--- src/rtl/st_pkg.sv ---
// st_pkg: shared store funct3 codes, write FSM states and store-buffer entry type
package st_pkg;
  localparam logic [2:0] F3_SB = 3'b000;
  localparam logic [2:0] F3_SH = 3'b001;
  localparam logic [2:0] F3_SW = 3'b010;
  typedef enum logic [1:0] {IDLE, BEAT0, BEAT1} state_t;
  typedef struct packed {
    logic [2:0]  funct3;
    logic [31:0] addr;
    logic [31:0] data;
  } st_entry_t;
endpackage

--- src/rtl/st_fifo.sv ---
// st_fifo: DEPTH-entry store buffer with push/pop and full/empty flags
module st_fifo
  import st_pkg::*;
#(
  parameter int DEPTH = 2
) (
  input  logic      clk,
  input  logic      rst,
  input  logic      push,
  input  logic      pop,
  input  st_entry_t din,
  output st_entry_t dout,
  output logic      full,
  output logic      empty
);
  localparam int AW = $clog2(DEPTH);
  st_entry_t mem [DEPTH];
  logic [AW:0] wp, rp;
  always_ff @(posedge clk) begin
    if (push) mem[wp[AW-1:0]] <= din;
  end
  always_ff @(posedge clk) begin
    if (rst) begin
      wp <= '0;
      rp <= '0;
    end else begin
      if (push) wp <= wp + (AW+1)'(1);
      if (pop) rp <= rp + (AW+1)'(1);
    end
  end
  assign empty = wp == rp;
  assign full  = (wp[AW] != rp[AW]) && (wp[AW-1:0] == rp[AW-1:0]);
  assign dout  = mem[rp[AW-1:0]];
endmodule

--- src/rtl/st_write_unit.sv ---
// st_write_unit: buffered SB/SH/SW store writer with lane formatting; ST_MISALIGN_SPLIT_EN enables two-beat misaligned stores
module st_write_unit
  import st_pkg::*;
#(
  parameter int DEPTH = 2
) (
  input  logic        clk_i,
  input  logic        rst_i,
  input  logic        st_valid_i,
  output logic        st_ready_o,
  input  logic [2:0]  funct3_i,
  input  logic [31:0] addr_i,
  input  logic [31:0] data_i,
  output logic        mem_req_o,
  input  logic        mem_ack_i,
  output logic [31:0] mem_addr_o,
  output logic [31:0] mem_wdata_o,
  output logic [3:0]  mem_be_o,
  output logic        busy_o,
  output logic        illegal_o,
  output logic        misalign_err_o
);
  st_entry_t in_entry, fifo_dout, head;
  state_t state, nxt;
  logic full, empty, accept, legal, push, pop, req, illegal_q;
  logic [1:0] off;
  logic [3:0] base_be, b0_be;
  logic [31:0] b0_addr, b0_data;
  assign st_ready_o = !full && !rst_i;
  assign accept = st_valid_i && st_ready_o;
  assign legal = funct3_i inside {F3_SB, F3_SH, F3_SW};
  assign in_entry = '{funct3: funct3_i, addr: addr_i, data: data_i};
  assign head = empty ? in_entry : fifo_dout;
  assign off = head.addr[1:0];
  assign base_be = head.funct3 == F3_SB ? 4'b0001 : head.funct3 == F3_SH ? 4'b0011 : 4'b1111;
  assign b0_addr = {head.addr[31:2], 2'b00};
`ifdef ST_MISALIGN_SPLIT_EN
  logic [63:0] wide_data;
  logic [7:0] wide_be;
  logic [3:0] b1_be;
  logic split;
  assign push = accept && legal;
  assign wide_data = head.funct3 == F3_SB ? {32'b0, {4{head.data[7:0]}}}
                   : {32'b0, head.funct3 == F3_SH ? {16'b0, head.data[15:0]} : head.data} << {off, 3'b000};
  assign wide_be = {4'b0000, base_be} << off;
  assign b0_data = wide_data[31:0];
  assign b0_be = wide_be[3:0];
  assign b1_be = wide_be[7:4];
  assign split = |b1_be;
  assign misalign_err_o = 1'b0;
`else
  logic misalign, misalign_q;
  assign misalign = (funct3_i == F3_SH && addr_i[1:0] == 2'b11) || (funct3_i == F3_SW && addr_i[1:0] != 2'b00);
  assign push = accept && legal && !misalign;
  assign b0_data = head.funct3 == F3_SB ? {4{head.data[7:0]}}
                 : head.funct3 == F3_SH ? {16'b0, head.data[15:0]} << {off, 3'b000} : head.data;
  assign b0_be = base_be << off;
  assign misalign_err_o = misalign_q && !rst_i;
`endif
  st_fifo #(.DEPTH(DEPTH)) u_fifo (
    .clk(clk_i),
    .rst(rst_i),
    .push(push),
    .pop(pop),
    .din(in_entry),
    .dout(fifo_dout),
    .full(full),
    .empty(empty)
  );
  always_comb begin
    nxt = state;
    case (state)
      IDLE:  nxt = (!empty || push) ? BEAT0 : IDLE;
`ifdef ST_MISALIGN_SPLIT_EN
      BEAT0: nxt = mem_ack_i ? (split ? BEAT1 : IDLE) : BEAT0;
      BEAT1: nxt = mem_ack_i ? IDLE : BEAT1;
`else
      BEAT0: nxt = mem_ack_i ? IDLE : BEAT0;
`endif
      default: nxt = IDLE;
    endcase
  end
  assign pop = state != IDLE && nxt == IDLE;
  always_ff @(posedge clk_i) begin
    if (rst_i) begin
      state <= IDLE;
      req <= 1'b0;
      illegal_q <= 1'b0;
      mem_addr_o <= '0;
      mem_wdata_o <= '0;
      mem_be_o <= '0;
`ifndef ST_MISALIGN_SPLIT_EN
      misalign_q <= 1'b0;
`endif
    end else begin
      state <= nxt;
      req <= nxt != IDLE;
      illegal_q <= accept && !legal;
`ifndef ST_MISALIGN_SPLIT_EN
      misalign_q <= accept && legal && misalign;
`endif
      if (state == IDLE && nxt == BEAT0) begin
        mem_addr_o <= b0_addr;
        mem_wdata_o <= b0_data;
        mem_be_o <= b0_be;
      end
`ifdef ST_MISALIGN_SPLIT_EN
      else if (state == BEAT0 && nxt == BEAT1) begin
        mem_addr_o <= {head.addr[31:2] + 30'd1, 2'b00};
        mem_wdata_o <= wide_data[63:32];
        mem_be_o <= b1_be;
      end
`endif
    end
  end
  assign mem_req_o = req && !rst_i;
  assign illegal_o = illegal_q && !rst_i;
  assign busy_o = !empty || state != IDLE;
endmodule
--- config.mk ---
export PLATFORM = sky130hd
export DESIGN_NAME = st_write_unit
export DESIGN_NICKNAME = d
export VERILOG_FILES = /design/src/rtl/st_pkg.sv /design/src/rtl/st_fifo.sv /design/src/rtl/st_write_unit.sv
export SDC_FILE = /design/constraint.sdc
export NUM_CORES = 1
export LEC_CHECK = 0
export ABC_AREA = 1
export CAP_MARGIN = 20
export CORE_UTILIZATION = 51
export DETAILED_ROUTE_END_ITERATION = 6
export PLACE_DENSITY = 0.71
export SETUP_SLACK_MARGIN = 0.05
export SLEW_MARGIN = 20
export SYNTH_ARGS = -nofsm -noshare
export SYNTH_HDL_FRONTEND = slang
export SYNTH_HIERARCHICAL = 1
export SYNTH_SLANG_ARGS = --single-unit
--- constraint.sdc ---
create_clock -name clk_i -period 11 [get_ports clk_i]
set_input_delay 1.65 -clock clk_i [delete_from_list [all_inputs] [get_ports clk_i]]
set_output_delay 1.65 -clock clk_i [all_outputs]
set_load 0.1 [all_outputs]
After elaboration in Yosys (flattened, before gate mapping)

Memories as Yosys holds them, arrays and structs flattened. A register that Yosys moved wholly into a read port is not among the register bits.
Index checks and enable logic that the tools add are counted.

Memory bits (writable): 134
Bits in registers: 75
Memories kept: 1
Latch bits: 0
Logic and storage cells: 65
Memory bits (read-only): 0
Input port bits: 71
Output and inout bits: 73

Memory list:

| name       | words | width | read ports | clocked after memory_dff | wr ports | line          | RTL |
|---|---|---|---|---|---|---|---|
| u_fifo.mem | 2     | 67    | 1          | 1                        | 1        | st_fifo.sv:17 | `st_entry_t mem [DEPTH];` |

Muxes and demuxes: 12
Order comparisons: 0
$add $sub $neg: 2
Shift operators: 2
Bitwise gates (word level): 0
Eq/ne operators: 9
Reduce and logical (&&, ||, !) cells: 30
Div/mod/pow operators: 0
Multiply operators: 0

Operators by type and width:

| operator            | count |
|---|---|
| $mux 67             | 1 |
| $mux 32             | 2 |
| $shl 16x5->32       | 1 |
| $logic_and 1x1->1   | 14 |
| $mux 4              | 2 |
| $eq 3x1->1 const B  | 2 |
| $logic_not 3->1     | 2 |
| $mux 1              | 6 |
| $reduce_bool 2->1   | 3 |
| $logic_not 1->1     | 5 |
| $add 2x1->2 const B | 2 |
| $eq 2x1->1 const B  | 2 |
| $logic_not 2->1     | 2 |
| $shl 4x2->4         | 1 |
| $eq 3x2->1 const B  | 1 |
| $logic_or 1x1->1    | 3 |
| $reduce_bool 3->1   | 1 |
| $eq 2x2->1          | 1 |
| $eq 2x2->1 const B  | 1 |
| $pmux 1 s2          | 1 |
| $eq 1x1->1          | 1 |
| $ne 1x1->1          | 1 |

Depth between registers and ports, before layout

Gate-level depths: netlist of run 1.

Depth in word-level cells: 14
Gate-level depth with buffers: 16
Mapped depth without buffers: 13

By module

Netlist of run 1, hierarchy kept.

By module, submodules not included:

| module        | seq. area each (µm²) | cells an instance | times used | area an instance (µm²) |
|---|---|---|---|---|
| st_fifo       | 4124.0               | 390               | 1          | 5233.8 |
| st_write_unit | 1381.3               | 801               | 1          | 4867.2 |

Worst setup path after synthesis of run 1

Ideal clock, no wire load.

Path kind: input -> register
Start point: in rst_i
End point: mem u_fifo/mem[0][0] (netlist bit), enable pin
Data required time: 10.507 ns
Slack: 4.672 ns
Path buffers: 0
Library setup time: 0.493 ns
Arrival: 5.835 ns
Cell stages on the path: 7
Cells stage by stage: nor2_2 -> nand2_1 -> nor2_1 -> nand2_1 -> inv_1 -> inv_1 -> nor2_1

Longest elaborated chain between the ends: 7

Ends and longest elaborated chain:

| element                         | line                | RTL |
|---|---|---|
| start: declaration              | st_write_unit.sv:8  | `input logic rst_i,` |
| $logic_not 1->1                 | st_write_unit.sv:29 | `assign st_ready_o = !full && !rst_i;` |
| $logic_and 1x1->1               | st_write_unit.sv:29 |  |
| $logic_and 1x1->1               | st_write_unit.sv:30 | `assign accept = st_valid_i && st_ready_o;` |
| $logic_and 1x1->1 (2 in series) | st_write_unit.sv:54 | `assign push = accept && legal && !misalign;` |
| net push                        | st_write_unit.sv:25 | `logic full, empty, accept, legal, push, pop, req, illegal_q;` |
| $mux 1                          | st_fifo.sv:20       | `if (push) mem[wp[AW-1:0]] <= din;` |
| $mux 1 (implied by the code)    | st_fifo.sv:20       |  |
| end: declaration                | st_fifo.sv:17       |  |

The timed path passes the listed nets, and every way through them passes these cells.

Worst setup path after layout of run 1

Start point: in rst_i
End point: out illegal_o

Longest elaborated chain between the ends: 2

Ends and longest elaborated chain:

| element           | line                 | RTL |
|---|---|---|
| $logic_not 1->1   | st_write_unit.sv:117 | `assign illegal_o = illegal_q && !rst_i;` |
| $logic_and 1x1->1 | st_write_unit.sv:117 |  |
| end: declaration  | st_write_unit.sv:20  | `output logic illegal_o,` |

Every way passes these cells.

==> results of run 1 <==
-- sequential cells by signal (all words and copies together), names as in the netlist, named ones only --
name / count
u_fifo/rp: 2
mem_wdata_o: 32
misalign_q: 1
illegal_q: 1
u_fifo/wp: 2
mem_be_o: 4
mem_addr_o: 30
req: 1
u_fifo/mem: 134
-- layer usage --
layer  GRT usage (%)  vias to the layer above
met5               0                        -
met4           7.980                        0
met3           3.286                       39
met2           37.41                      240
met1           32.27                     3621
li1                -                     3980
-- synthesized netlist by cell type (all sizes together) --
cell / n / area share, %
a21oi: 40 / 2.0
conb: 1 / 0.037
nand2: 417 / 16
mux2i: 30 / 3.0
o21ai: 71 / 3.8
dfxtp: 74 / 15
and3: 1 / 0.062
clkbuf: 19 / 0.71
inv: 151 / 5.6
nand3: 89 / 4.9
buf: 47 / 4.4
edfxtp: 134 / 40
nor2: 117 / 4.8
-- metrics by stage --
stage,std cells,util [%],total power [µW]
final,1579,62.43,2535
after global routing,1579,62.43,2647
after CTS,1579,62.43,2551
after detailed placement,1539,58.57,1789
after global placement,1539,58.57,1782
after floorplan,1192,-,1616
-- cell families after synthesis --
group                  after synthesis
and+or+nand+nor                    624
buffers and inverters              217
DFF                                208
AOI/OAI and AO/OA                  111
muxes                               30
other                                1
-- worst max-delay path by stage --
stage                             endpoint  cells past startpoint
after detailed placement         illegal_o                      3
after global routing             illegal_o                      3
final                            illegal_o                      3
after CTS                        illegal_o                      3
after floorplan           u_fifo/mem[0][0]                      7
after global placement           illegal_o                      3
-- report_power, final --
group	internal (µW)	switching [µW]	total, µW	leakage, µW
clock	459	303	762	0.000379
sequential	890	34.1	924	0.00182
combinational	211	638	849	0.00324
-- critical path, cell delays in order --
cell and delay [ns]:
sky130_fd_sc_hd__clkdlybuf4s50_1 0.56, sky130_fd_sc_hd__nor2_1 0.27, sky130_fd_sc_hd__clkdlybuf4s50_1 1.19
-- final cells by class --
type | count | area [µm²] | share of cell area (%)
Timing Repair Buffer | 148 | 1464 | 12.05
Clock inverter | 15 | 158.9 | 1.308
Tap cell | 265 | 331.6 | 2.729
Inverter | 151 | 569.3 | 4.685
Multi-Input combinational cell | 767 | 3525 | 29.01
Sequential cell | 208 | 5509 | 45.34
Clock buffer | 25 | 593.1 | 4.881
==> flow_summary.ini, run 1 <==
[grt]
grt_start_max_net_pins = 75
first_global_vias = 7244
grt_overflow_total = 0
grt_antenna_before_repair = 0
grt_util_all_layers_pct = 23.26
grt_pass1_wl_mm = 37.10

[cts]
cts.clk_slew.worst_paths_ns = 0.06
number_of_clock_sinks_seen_by_cts = 208
postCtsSetupRepairBufs = 0
post_cts_resized = 0
clock_tree.buffer_depth = 3
cts_inserted_buffers = 22
ctsHtreeMaxLevel = 1
clock_tree_from_tritoncts = done
clock-root-buffer = sky130_fd_sc_hd__clkbuf_16
clk_lat_worst_skew_ns = 0.51
cts_hold_repair.buffers = 0

[die]
initial_core_util_pct = 51.90
pin_count = 144
die_height_um = 142.7
rows = 51
die_area_um2 = 20370
design.core.area_um2 = 19460
die_w_um = 142.7

[worst_setup_path]
critical_path_required_ns = 9.35
crit_path_max_fanout = 6
worstRegToRegCells = 13
startpoint_class = primary input
worst-endpoint-arrival_ns = 3.67
rr_startpoint = u_fifo/wp[0]
worst-setup-path-type = in2out
crit_start = rst_i
regToRegSetupSlack_ns = 7.24
crit_path_end_kind = primary output
crit-reg2reg-capture = mem_wdata_o[23]

[logic_synthesis]
synthesis.instances = 1191
synth-warning-count = 6
synthMuxAreaShare_pct = 2.973
synth_sequential_area_ratio_pct = 54.50
postSynthAreaPerCell_um2 = 8.481
main_combinational_cell_family_by_area_after_synthesis = simple AND/OR/NAND/NOR gates
synth_area_um2 = 10100
synth_compound_gate_area_share_pct = 5.797
number_of_distinct_library_cell_variants_in_the_gate_level_netlist_after_synthesis = 28
yosys_register_bits = 208
synth_fa_ha_area_share_pct = 0
yosys.area_share.xor_xnor_pct = 0
synthSimpleGateAreaFrac_pct = 25.90

[cells_and_area]
post_route_cells_drive_above_1_share_pct = 6.773
count_of_fill_cells_added_during_filler_insertion = 1673
final_area_um2 = 12150
layout.cells.most_common = sky130_fd_sc_hd__nand2_1
most-common-layout-cells = 399 x sky130_fd_sc_hd__nand2_1, 146 x sky130_fd_sc_hd__inv_1, 141 x sky130_fd_sc_hd__clkdlybuf4s50_1
area_growth_pct = 20.29
fin_nets = 1369
antenna_cells_inserted = 0

[timing]
clock-skew-final_ns = 0.01314
post-route-min-period_ns = 5.320
hold_ws_ns = 0.4785
final_critical_path_setup_slack_ns = 5.680
max_frequency_mhz = 188.0
timing.final.crit_share_pct = 48.36
worst_slew_pin_slew_ns = 1.060
rsz0062_at_grt = false
maxSlewHeadroom_pct = 29.08
setup-tns-final_ns = 0
finalHoldViolCount = 0
timing.final.setup_violations = 0
slew_viol_final = 0

[placed_design]
detailedPlace.worstSlack_ns = 5.726
post_dp_cell_area_um2 = 11400
placement.io_buffers = 141
gp_congestion = 0.8758
detailedPlacementHpwl_mm = 14.63

[pwr]
static_leakage_power_uw = 0.005448
irDropWorstVdd_mv = 0.1383
cellPowerDensity_nw_per_um2 = 208.6

[hold_path]
min_delay_path_depth = 2
holdCritStartpoint = mem_addr_o[9]
hold_class = reg2reg
worst_hold_endpoint = mem_addr_o[9]

[routing]
ant_nets = 0
initialDrtViolationCount = 540
wirelength_mm = 23.06
detail_route.wl_per_cell_um = 14.61
route.vias.total = 7880
drt_pass1_iterations = 6
routed_via_density = 4.991
drc_errors = 0
dr_wl_met2_mm = 10.78
detail_route.wirelength.met1_mm = 10.26
met3_length_mm = 1.424
top_layer = met4

[run_status]
status = finished, final reports clean

[flow_run]
timing.max_cap.violations = 0
Power figures use the tool's default switching activity.
==> run 2, diff against run 1 <==
==> constraint.sdc (replaced) <==
create_clock -name clk_i -period 5.57 [get_ports clk_i]
set_input_delay 0.8355 -clock clk_i [delete_from_list [all_inputs] [get_ports clk_i]]
set_output_delay 0.8355 -clock clk_i [all_outputs]
set_load 0.1 [all_outputs]
==> run 2 against run 1 <==
Clock power rose by 98%. Combinational power grew 98%. Non-clock buffer count is 1 higher. Setup slack worse by 3.9 ns. Critical path depth increased by 4. Final cell count hardly changed. Total power rose by 98%. Register-to-register slack lost 5.3 ns. Die area did not move. Utilization up 0.28 points. First-iteration DRC count fell by 10%. Clock-buffer cell count is 9 higher. Critical endpoint is now busy_o.
==> flow_summary.ini, run 2 (synthesis gave the netlist of run 1 again) <==
[cts]
ctsHtreeMaxLevel = 1
clk_lat_worst_skew_ns = 0.50
cts_inserted_buffers = 22
postCtsSetupRepairBufs = 0
cts.clk_slew.worst_paths_ns = 0.06
number_of_clock_sinks_seen_by_cts = 208
cts_hold_repair.buffers = 0
clock_tree_from_tritoncts = done
post_cts_resized = 0
clock-root-buffer = sky130_fd_sc_hd__clkbuf_16
clock_tree.buffer_depth = 3

[routing]
detail_route.wirelength.met1_mm = 10.59
detail_route.wl_per_cell_um = 14.58
route.vias.total = 7859
top_layer = met4
dr_wl_met2_mm = 10.41
met3_length_mm = 1.357
ant_nets = 0
drc_errors = 0
drt_pass1_iterations = 5
wirelength_mm = 23.03
routed_via_density = 4.974
initialDrtViolationCount = 485

[placed_design]
gp_congestion = 0.9166
detailedPlacementHpwl_mm = 14.86
post_dp_cell_area_um2 = 11410
placement.io_buffers = 141

[cells_and_area]
most-common-layout-cells = 399 x sky130_fd_sc_hd__nand2_1, 146 x sky130_fd_sc_hd__inv_1, 141 x sky130_fd_sc_hd__clkdlybuf4s50_1
largest_register_ffs = 134
antenna_cells_inserted = 0
multi_input_area_um2 = 3525
post_route_cells_drive_above_1_share_pct = 6.920
count_of_fill_cells_added_during_filler_insertion = 1658
layout.cells.most_common = sky130_fd_sc_hd__nand2_1
fin_nets = 1370
register_area_um2 = 5509
final_area_um2 = 12200
area_growth_pct = 20.82

[worst_setup_path]
crit-reg2reg-capture = mem_wdata_o[0]
cp_bufs_invs = 3
worstRegToRegCells = 12
startpoint_class = flop
critical_path_required_ns = 4.73
crit_path_end_kind = primary output
crit_family = buffers and inverters
worst-setup-path-type = reg2out
rr_startpoint = u_fifo/wp[0]
timing.critical_path.cells = nand2_1 -> nand2_1 -> nor2_4 -> inv_4 -> nor2_4 -> inv_1 -> clkdlybuf4s50_1
slowest_delay_ns = 1.20
worst_path_max_delay_cell = sky130_fd_sc_hd__clkdlybuf4s50_1
regToRegSetupSlack_ns = 1.99
worst-endpoint-arrival_ns = 2.91
crit_path_max_fanout = 39

[flow_run]
timing.max_cap.violations = 0

[die]
pin_count = 144
rows = 51
design.core.area_um2 = 19460
die_height_um = 142.7
die_w_um = 142.7
die_area_um2 = 20370
initial_core_util_pct = 51.90

[hold_path]
worst_hold_endpoint = mem_addr_o[7]
min_delay_path_depth = 2
hold_class = reg2reg
holdCritStartpoint = mem_addr_o[7]

[run_status]
status = finished, final reports clean

[pwr]
total_power_uw = 5013
cellPowerDensity_nw_per_um2 = 410.7
irDropWorstVdd_mv = 0.2361
static_leakage_power_uw = 0.005469

[timing]
maxSlewHeadroom_pct = 27.42
setup-tns-final_ns = 0
worst_slew_pin_slew_ns = 1.085
slew_viol_final = 0
timing.final.setup_violations = 0
clock-skew-final_ns = 0.01501
rsz0062_at_grt = false
finalHoldViolCount = 0
timing.final.crit_share_pct = 67.29
post-route-min-period_ns = 3.748
max_frequency_mhz = 266.8

[grt]
grt_start_max_net_pins = 100
grt_overflow_total = 0
first_global_vias = 7070
grt_pass1_wl_mm = 36.63
grt_antenna_before_repair = 0
grt_util_all_layers_pct = 23.01
## run 2: cell count changes in the layout (fill, tap and decap cells not counted)
cell,change
sky130_fd_sc_hd__clkinv_1,-2
sky130_fd_sc_hd__bufinv_16,-2
sky130_fd_sc_hd__clkinv_2,-5
sky130_fd_sc_hd__buf_4,-1
sky130_fd_sc_hd__buf_12,+2
sky130_fd_sc_hd__clkbuf_8,+8
sky130_fd_sc_hd__clkbuf_1,+1
## run 2: worst reg2reg max path: stages, from the launching register on
cell                      delay (ns)
sky130_fd_sc_hd__dfxtp_1        0.46
sky130_fd_sc_hd__inv_1          0.09
sky130_fd_sc_hd__nand2_1        0.07
sky130_fd_sc_hd__nand2_1        0.10
sky130_fd_sc_hd__nor2_4         0.15
sky130_fd_sc_hd__buf_4          0.82
sky130_fd_sc_hd__nand3_2        0.64
sky130_fd_sc_hd__nand2_2        0.52
sky130_fd_sc_hd__nand3_2        0.27
sky130_fd_sc_hd__nand2_1        0.14
sky130_fd_sc_hd__nand3_1        0.08
sky130_fd_sc_hd__nand2_1        0.12
sky130_fd_sc_hd__nor2_1         0.04
## run 2: per-stage QoR
step           util, %  hold slack (ns)  worst slack, ns  cells
2_1_floorplan        -           0.4955          0.05658   1192
3_3_place_gp     58.63           0.4588            1.903   1539
3_5_place_dp     58.63           0.4665            1.915   1539
4_1_cts          62.60           0.4824            1.827   1579
5_1_grt          62.71           0.5074            1.713   1580
6_report         62.71           0.4767            1.822   1580
## run 2: worst max path at each step
| stage | startpoint | to | slack [ns] | cells past startpoint |
|---|---|---|---|---|
| finish | u_fifo/wp[0] | busy_o | 1.82 | 7 |
| global placement | rst_i | illegal_o | 1.90 | 3 |
| CTS | u_fifo/wp[0] | busy_o | 1.83 | 7 |
| floorplan | rst_i | u_fifo/mem[0][0] | 0.06 | 7 |
| global route | u_fifo/wp[0] | busy_o | 1.71 | 7 |
| detailed placement | funct3_i[0] | u_fifo/mem[1][4] | 1.92 | 10 |
## run 2: power by group
group	internal, µW	switching (µW)	total (µW)
registers	1760	66.8	1820
clock network	921	586	1510
logic	421	1260	1680
total	3100	1910	5010
## run 2: cell type report
type,instances,area share (%)
Clock buffer,34,5.792
Clock inverter,6,0.5434
Inverter,151,4.665
Multi-Input combinational cell,767,28.88
Sequential cell,208,45.14
Tap cell,265,2.717
Timing Repair Buffer,149,12.26
## run 2: metal layers
metal | vias up | GRT usage, %
li1 | 3975 | -
met1 | 3574 | 32.68
met2 | 262 | 36.15
met3 | 48 | 3.521
met4 | 0 | 7.414
met5 | - | 0
